### src/rtl/des_pkg.sv
// DES constant tables, key-rotation schedules and the bit-level helpers shared by the core and the round.
// Table entries use FIPS 46 numbering, so bit 1 is the MSB of each vector.
package des_pkg;

  typedef logic [63:0] block_t;
  typedef enum logic {IDLE, ROUND} state_t;

  localparam int IP_TBL [64] = '{
    58, 50, 42, 34, 26, 18, 10, 2, 60, 52, 44, 36, 28, 20, 12, 4,
    62, 54, 46, 38, 30, 22, 14, 6, 64, 56, 48, 40, 32, 24, 16, 8,
    57, 49, 41, 33, 25, 17,  9, 1, 59, 51, 43, 35, 27, 19, 11, 3,
    61, 53, 45, 37, 29, 21, 13, 5, 63, 55, 47, 39, 31, 23, 15, 7};

  localparam int FP_TBL [64] = '{
    40, 8, 48, 16, 56, 24, 64, 32, 39, 7, 47, 15, 55, 23, 63, 31,
    38, 6, 46, 14, 54, 22, 62, 30, 37, 5, 45, 13, 53, 21, 61, 29,
    36, 4, 44, 12, 52, 20, 60, 28, 35, 3, 43, 11, 51, 19, 59, 27,
    34, 2, 42, 10, 50, 18, 58, 26, 33, 1, 41,  9, 49, 17, 57, 25};

  localparam int E_TBL [48] = '{
    32,  1,  2,  3,  4,  5,  4,  5,  6,  7,  8,  9,
     8,  9, 10, 11, 12, 13, 12, 13, 14, 15, 16, 17,
    16, 17, 18, 19, 20, 21, 20, 21, 22, 23, 24, 25,
    24, 25, 26, 27, 28, 29, 28, 29, 30, 31, 32,  1};

  localparam int P_TBL [32] = '{
    16,  7, 20, 21, 29, 12, 28, 17,  1, 15, 23, 26,  5, 18, 31, 10,
     2,  8, 24, 14, 32, 27,  3,  9, 19, 13, 30,  6, 22, 11,  4, 25};

  localparam int PC1_TBL [56] = '{
    57, 49, 41, 33, 25, 17,  9,  1, 58, 50, 42, 34, 26, 18,
    10,  2, 59, 51, 43, 35, 27, 19, 11,  3, 60, 52, 44, 36,
    63, 55, 47, 39, 31, 23, 15,  7, 62, 54, 46, 38, 30, 22,
    14,  6, 61, 53, 45, 37, 29, 21, 13,  5, 28, 20, 12,  4};

  localparam int PC2_TBL [48] = '{
    14, 17, 11, 24,  1,  5,  3, 28, 15,  6, 21, 10,
    23, 19, 12,  4, 26,  8, 16,  7, 27, 20, 13,  2,
    41, 52, 31, 37, 47, 55, 30, 40, 51, 45, 33, 48,
    44, 49, 39, 56, 34, 53, 46, 42, 50, 36, 29, 32};

  // Each box is stored row-major: index = row*16 + col.
  localparam int SBOX_TBL [8][64] = '{
    '{14, 4,13, 1, 2,15,11, 8, 3,10, 6,12, 5, 9, 0, 7,  0,15, 7, 4,14, 2,13, 1,10, 6,12,11, 9, 5, 3, 8,
       4, 1,14, 8,13, 6, 2,11,15,12, 9, 7, 3,10, 5, 0, 15,12, 8, 2, 4, 9, 1, 7, 5,11, 3,14,10, 0, 6,13},
    '{15, 1, 8,14, 6,11, 3, 4, 9, 7, 2,13,12, 0, 5,10,  3,13, 4, 7,15, 2, 8,14,12, 0, 1,10, 6, 9,11, 5,
       0,14, 7,11,10, 4,13, 1, 5, 8,12, 6, 9, 3, 2,15, 13, 8,10, 1, 3,15, 4, 2,11, 6, 7,12, 0, 5,14, 9},
    '{10, 0, 9,14, 6, 3,15, 5, 1,13,12, 7,11, 4, 2, 8, 13, 7, 0, 9, 3, 4, 6,10, 2, 8, 5,14,12,11,15, 1,
      13, 6, 4, 9, 8,15, 3, 0,11, 1, 2,12, 5,10,14, 7,  1,10,13, 0, 6, 9, 8, 7, 4,15,14, 3,11, 5, 2,12},
    '{ 7,13,14, 3, 0, 6, 9,10, 1, 2, 8, 5,11,12, 4,15, 13, 8,11, 5, 6,15, 0, 3, 4, 7, 2,12, 1,10,14, 9,
      10, 6, 9, 0,12,11, 7,13,15, 1, 3,14, 5, 2, 8, 4,  3,15, 0, 6,10, 1,13, 8, 9, 4, 5,11,12, 7, 2,14},
    '{ 2,12, 4, 1, 7,10,11, 6, 8, 5, 3,15,13, 0,14, 9, 14,11, 2,12, 4, 7,13, 1, 5, 0,15,10, 3, 9, 8, 6,
       4, 2, 1,11,10,13, 7, 8,15, 9,12, 5, 6, 3, 0,14, 11, 8,12, 7, 1,14, 2,13, 6,15, 0, 9,10, 4, 5, 3},
    '{12, 1,10,15, 9, 2, 6, 8, 0,13, 3, 4,14, 7, 5,11, 10,15, 4, 2, 7,12, 9, 5, 6, 1,13,14, 0,11, 3, 8,
       9,14,15, 5, 2, 8,12, 3, 7, 0, 4,10, 1,13,11, 6,  4, 3, 2,12, 9, 5,15,10,11,14, 1, 7, 6, 0, 8,13},
    '{ 4,11, 2,14,15, 0, 8,13, 3,12, 9, 7, 5,10, 6, 1, 13, 0,11, 7, 4, 9, 1,10,14, 3, 5,12, 2,15, 8, 6,
       1, 4,11,13,12, 3, 7,14,10,15, 6, 8, 0, 5, 9, 2,  6,11,13, 8, 1, 4,10, 7, 9, 5, 0,15,14, 2, 3,12},
    '{13, 2, 8, 4, 6,15,11, 1,10, 9, 3,14, 5, 0,12, 7,  1,15,13, 8,10, 3, 7, 4,12, 5, 6,11, 0,14, 9, 2,
       7,11, 4, 1, 9,12,14, 2, 0, 6,10,13,15, 3, 5, 8,  2, 1,14, 7, 4,10, 8,13,15,12, 9, 0, 3, 5, 6,11}};

  localparam int ENC_SHIFT [16] = '{1, 1, 2, 2, 2, 2, 2, 2, 1, 2, 2, 2, 2, 2, 2, 1};
  localparam int DEC_SHIFT [16] = '{0, 1, 2, 2, 2, 2, 2, 2, 1, 2, 2, 2, 2, 2, 2, 1};

  function automatic block_t ip_perm(input block_t x);
    block_t y;
    for (int i = 0; i < 64; i++) y[63-i] = x[64-IP_TBL[i]];
    return y;
  endfunction

  function automatic block_t fp_perm(input block_t x);
    block_t y;
    for (int i = 0; i < 64; i++) y[63-i] = x[64-FP_TBL[i]];
    return y;
  endfunction

  function automatic logic [55:0] pc1_perm(input block_t x);
    logic [55:0] y;
    for (int i = 0; i < 56; i++) y[55-i] = x[64-PC1_TBL[i]];
    return y;
  endfunction

  function automatic logic [47:0] pc2_perm(input logic [55:0] x);
    logic [47:0] y;
    for (int i = 0; i < 48; i++) y[47-i] = x[56-PC2_TBL[i]];
    return y;
  endfunction

  function automatic logic [47:0] e_expand(input logic [31:0] x);
    logic [47:0] y;
    for (int i = 0; i < 48; i++) y[47-i] = x[32-E_TBL[i]];
    return y;
  endfunction

  function automatic logic [31:0] p_perm(input logic [31:0] x);
    logic [31:0] y;
    for (int i = 0; i < 32; i++) y[31-i] = x[32-P_TBL[i]];
    return y;
  endfunction

  // Outer bits of each 6-bit group pick the row, inner four pick the column.
  function automatic logic [31:0] sbox_subst(input logic [47:0] x);
    logic [31:0] y;
    logic [5:0]  b;
    y = '0;
    for (int j = 0; j < 8; j++) begin
      b = x[47-6*j -: 6];
      y[31-4*j -: 4] = SBOX_TBL[j][{b[5], b[0], b[4:1]}][3:0];
    end
    return y;
  endfunction

  function automatic logic [27:0] ks_rotate(input logic [27:0] v, input logic enc, input logic [3:0] rnd);
    if (enc)
      return (ENC_SHIFT[rnd] == 2) ? {v[25:0], v[27:26]} : {v[26:0], v[27]};
    case (DEC_SHIFT[rnd])
      1:       return {v[0], v[27:1]};
      2:       return {v[1:0], v[27:2]};
      default: return v;
    endcase
  endfunction

endpackage

### src/rtl/des_round.sv
// One combinational DES Feistel round: expansion, key mix, S-boxes and P permutation.
module des_round
  import des_pkg::*;
(
  input  logic [31:0] l,
  input  logic [31:0] r,
  input  logic [47:0] k,
  output logic [31:0] l_next,
  output logic [31:0] r_next
);

  assign l_next = r;
  assign r_next = l ^ p_perm(sbox_subst(e_expand(r) ^ k));

endmodule

### src/rtl/des_core.sv
// Iterative DES engine: one Feistel round per clock, key schedule rotated in place.
//   state | meaning
//   IDLE  | waiting for start; ciphertext holds the last result
//   ROUND | executing rounds 1..16, one per clock
module des_core
  import des_pkg::*;
(
  input  logic        clk,
  input  logic        rst_n,
  input  logic        start,
  input  logic        encrypt,
  input  logic [63:0] key,
  input  logic [63:0] plaintext,
  output logic [63:0] ciphertext,
  output logic        busy,
  output logic        done
);

  state_t      state, next_state;
  logic [3:0]  round_cnt;
  logic [31:0] l_reg, r_reg, l_next, r_next;
  logic [27:0] c_reg, d_reg, c_rot, d_rot;
  logic [47:0] subkey;
  logic        enc_reg;
  logic        last_round;

  assign busy       = (state == ROUND);
  assign last_round = (round_cnt == 4'd15);

  // Decrypt walks the schedule backwards by rotating right, so K16 comes out first.
  assign c_rot  = ks_rotate(c_reg, enc_reg, round_cnt);
  assign d_rot  = ks_rotate(d_reg, enc_reg, round_cnt);
  assign subkey = pc2_perm({c_rot, d_rot});

  des_round u_round (
    .l      (l_reg),
    .r      (r_reg),
    .k      (subkey),
    .l_next (l_next),
    .r_next (r_next)
  );

  always_ff @(posedge clk or negedge rst_n) begin
    if (!rst_n) state <= IDLE;
    else        state <= next_state;
  end

  always_comb begin
    next_state = state;
    case (state)
      IDLE:    if (start) next_state = ROUND;
      ROUND:   if (last_round) next_state = IDLE;
      default: next_state = IDLE;
    endcase
  end

  always_ff @(posedge clk or negedge rst_n) begin
    if (!rst_n) begin
      l_reg      <= '0;
      r_reg      <= '0;
      c_reg      <= '0;
      d_reg      <= '0;
      enc_reg    <= 1'b0;
      round_cnt  <= '0;
      ciphertext <= '0;
      done       <= 1'b0;
    end else begin
      done <= 1'b0;
      if (state == IDLE) begin
        if (start) begin
          {l_reg, r_reg} <= ip_perm(plaintext);
          {c_reg, d_reg} <= pc1_perm(key);
          enc_reg        <= encrypt;
          round_cnt      <= '0;
        end
      end else begin
        l_reg     <= l_next;
        r_reg     <= r_next;
        c_reg     <= c_rot;
        d_reg     <= d_rot;
        round_cnt <= round_cnt + 4'd1;
        if (last_round) begin
          ciphertext <= fp_perm({r_next, l_next});
          done       <= 1'b1;
        end
      end
    end
  end

endmodule

### config.mk
export PLATFORM = sky130hd
export DESIGN_NAME = des_core
export DESIGN_NICKNAME = d
export VERILOG_FILES = /design/src/rtl/des_pkg.sv /design/src/rtl/des_round.sv /design/src/rtl/des_core.sv
export SDC_FILE = /design/constraint.sdc
export NUM_CORES = 1
export LEC_CHECK = 0
export CAP_MARGIN = 15
export CORE_UTILIZATION = 39
export CTS_CLUSTER_SIZE = 8
export DETAILED_ROUTE_END_ITERATION = 10
export GPL_TIMING_DRIVEN = 0
export HOLD_SLACK_MARGIN = 0.15
export PLACE_DENSITY = 0.62
export SLEW_MARGIN = 20
export SYNTH_ARGS = -nofsm -noshare
export SYNTH_HDL_FRONTEND = slang
export SYNTH_HIERARCHICAL = 1
export SYNTH_SLANG_ARGS = --single-unit
export TNS_END_PERCENT = 1
### constraint.sdc
create_clock -name clk -period 7.55 [get_ports clk]
set_clock_uncertainty 0.05 [all_clocks]
set_input_delay 1.51 -clock clk [delete_from_list [all_inputs] [get_ports clk]]
set_output_delay 1.51 -clock clk [all_outputs]
set_load 0.005 [all_outputs]
==> impl_metrics.json, run 1 <==
{
  "routed_via_density": 6.093,
  "worst_pin_slew_ns": 1.085,
  "ys_seq_area_frac": 0.2910,
  "rrSetupSlack_ns": 0.51,
  "grt_pass1_wl_um": 90480,
  "avgSynthCellArea_um2": 9.217,
  "start_kind": "flip-flop",
  "post-route-period-util": 0.9327,
  "clockBufferDepth": 2,
  "clock_sinks": 191,
  "hp-class": "flip-flop to flip-flop",
  "first_global_vias": 14990,
  "fmax_ghz": 0.1420,
  "firstDrtPassIters": 6,
  "status": "completed",
  "cts-htree-levels": 4,
  "synthCells": 1782,
  "num_rows": 74,
  "num_vias": 15450,
  "synth-compound-area-share": 0.2371,
  "finalSetupViolCount": 0,
  "finalInstanceArea_um2": 19620,
  "drv_cap": 0,
  "layout-drive-gt1-share": 0.1252,
  "dp_hpwl_um": 43250,
  "syn_to_final_growth_pct": 19.43,
  "synth.distinct_cells": 67,
  "die-area_um2": 42940,
  "remaining_drc_errors": 0,
  "io-pin-count": 198,
  "synth-xor-area-share": 0.07854,
  "ant_nets": 0,
  "reg2reg_from": "round_cnt[1]",
  "multi_input_area_um2": 10610,
  "n_antenna_cell": 0,
  "synth.area.mux_share": 0.1837,
  "core-area_um2": 41200,
  "initial_core_util": 0.3986,
  "largest_reg_flops": 64,
  "cts_hold_buf": 0,
  "filler_cell_count": 3899,
  "synthSimpleGateAreaFrac": 0.09500,
  "gp_congestion": 0.9284,
  "regArea_um2": 4780,
  "grt_max_degree": 89,
  "drv_slew": 0,
  "rr_endpoint": "ciphertext[38]",
  "totalNegativeSetupSlack_ns": 0,
  "cp-startpoint": "round_cnt[1]",
  "cp.required_ns": 7.86,
  "max-slew-margin-rel": 0.2714,
  "synth-edff-count": 0,
  "detail_route.iter0.violations": 1616,
  "synth_seq_cells": 191,
  "synth_fa_ha_area_frac": 0.05104,
  "wire_per_inst_um": 23.17,
  "layout.nets": 2190,
  "cp.arrival_ns": 7.35,
  "grt_usage": 0.2719,
  "cts_made_buffers": 17,
  "insertion_delay_ns": 0.48,
  "holdPathStages": 1,
  "ys.flop_type": "dfrtp_1",
  "routed_wl_um": 58760,
  "cts-root-buf": "clkbuf_16",
  "endpoint_kind": "flip-flop",
  "ys_async_sr_fraction": 1.000,
  "dpl_cell_area_um2": 19040,
  "die_h_um": 207.2,
  "synth_area_um2": 16420,
  "cp-endpoint": "ciphertext[38]",
  "ff2ff_path_depth": 21,
  "die_w_um": 207.2,
  "cts_setup_buffers": 0,
  "io_buffers": 188,
  "hold_viol": 0,
  "clkTransAtPathRegs_ns": 0.08,
  "post_cts_resized": 0,
  "gr-total-overflow": 0,
  "yosysWarnings": 6,
  "cts_tree": "built",
  "cp_max_fo": 12,
  "period_needed_ns": 7.042,
  "synth_top_family_by_area": "compound AO/OA/AOI/OAI gates",
  "rsz0062_at_grt": "no",
  "path_class": "flip-flop to flip-flop",
  "antenna_found_initial": 1,
  "synth_nets": 1981
}
## worst max-delay path, cell delays in order, from the launching register on
cell and delay [ns]:
dfrtp_1 0.44, inv_1 0.11, ha_1 0.18, nor2b_1 0.08, o31ai_4 0.33, buf_4 0.29
buf_4 0.30, inv_1 0.07, ha_1 0.27, clkbuf_1 0.30, clkbuf_1 0.43, clkbuf_1 0.43
a211oi_1 0.20, a21oi_1 0.63, xor2_2 0.53, inv_1 0.33, ha_1 0.28, o41ai_1 0.44
a31oi_1 0.12, a221oi_2 0.61, xor2_1 0.18, mux2_2 0.30
## stage by stage
stage	utilization	hold WS, ns	setup WS [ns]	std cells
after global routing	0.4761	0.4712	0.2697	2536
after detailed placement	0.4622	0.4433	0.6873	2504
after global placement	0.4605	0.4375	-3.682	2502
after CTS	0.4761	0.4607	0.6413	2536
final	0.4761	0.4584	0.5082	2536
after floorplan	-	0.4541	2.203	1782
## final cells by class
class | count | share of cell area
well taps | 532 | 0.03393
multi-input cells | 1369 | 0.5409
inverters | 49 | 0.009376
repair buffers | 190 | 0.09899
plain buffers | 173 | 0.04395
flip-flops and latches | 191 | 0.2437
clock inverters | 12 | 0.006442
clock buffers | 20 | 0.02277
## synthesized netlist by cell type (43+ instances only)
library cell  number  area share
clkbuf_1          85       0.019
nand2_1          127       0.029
xnor2_1           62       0.033
mux2i_1          162       0.099
ha_1              67       0.051
nor2b_1           54       0.021
xor2_1            45       0.024
a22oi_1           56       0.026
mux2_2            69       0.047
a21oi_1          103       0.031
o21ai_0          103       0.031
dfrtp_1          191        0.29
a211oi_1         115       0.053
nor2_1           109       0.025
a221oi_1          43       0.023
## logic make-up (layout without fill, tap and decap cells)
logic type               count (synthesis)  in the layout
AO/OA/AOI/OAI                          564            564
buffers and inverters                  222            444
AND/OR/NAND/NOR                        352            352
flip-flops                             191            191
adder cells (fa/ha/maj)                 67             67
XOR/XNOR                               128            128
multiplexers                           258            258
## per-layer routing
layer / up-vias / share of wire / wire length (um) / track usage
li1: 7009 / - / - / -
met1: 7641 / 0.45 / 26330 / 0.3768
met2: 701 / 0.44 / 25740 / 0.4091
met3: 100 / 0.071 / 4143 / 0.05159
met4: 2 / 0.043 / 2529 / 0.1256
met5: - / 0.00022 / 13 / 0
## cell usage in the layout (no fill, tap or decap), types with 56 or more instances in the layout
cell,netlist,layout
a211oi_1,115,115
a21oi_1,103,103
a22oi_1,56,56
clkbuf_1,85,86
clkdlybuf4s50_1,0,187
dfrtp_1,191,191
ha_1,67,67
mux2_2,69,69
mux2i_1,162,162
nand2_1,127,127
nor2_1,109,108
o21ai_0,103,103
xnor2_1,62,61
## worst min-delay path by stage
stage	startpoint	to
6_report	ciphertext[58]	ciphertext[58]
4_1_cts	ciphertext[40]	ciphertext[40]
5_1_grt	ciphertext[23]	ciphertext[23]
2_1_floorplan	ciphertext[10]	ciphertext[10]
3_3_place_gp	ciphertext[0]	ciphertext[0]
3_5_place_dp	ciphertext[40]	ciphertext[40]
Power of run 1 is not shown: default switching activity piles up to over one toggle a cycle in this logic, so the estimate is an artifact.
==> run 2: changes to the inputs <==
GPL_ROUTABILITY_DRIVEN = 1   (was unset)
==> results of run 2 <==
No change in the layout: final DEF, timing and power equal those of run 1.
Power of run 2 is left out for the same reason.
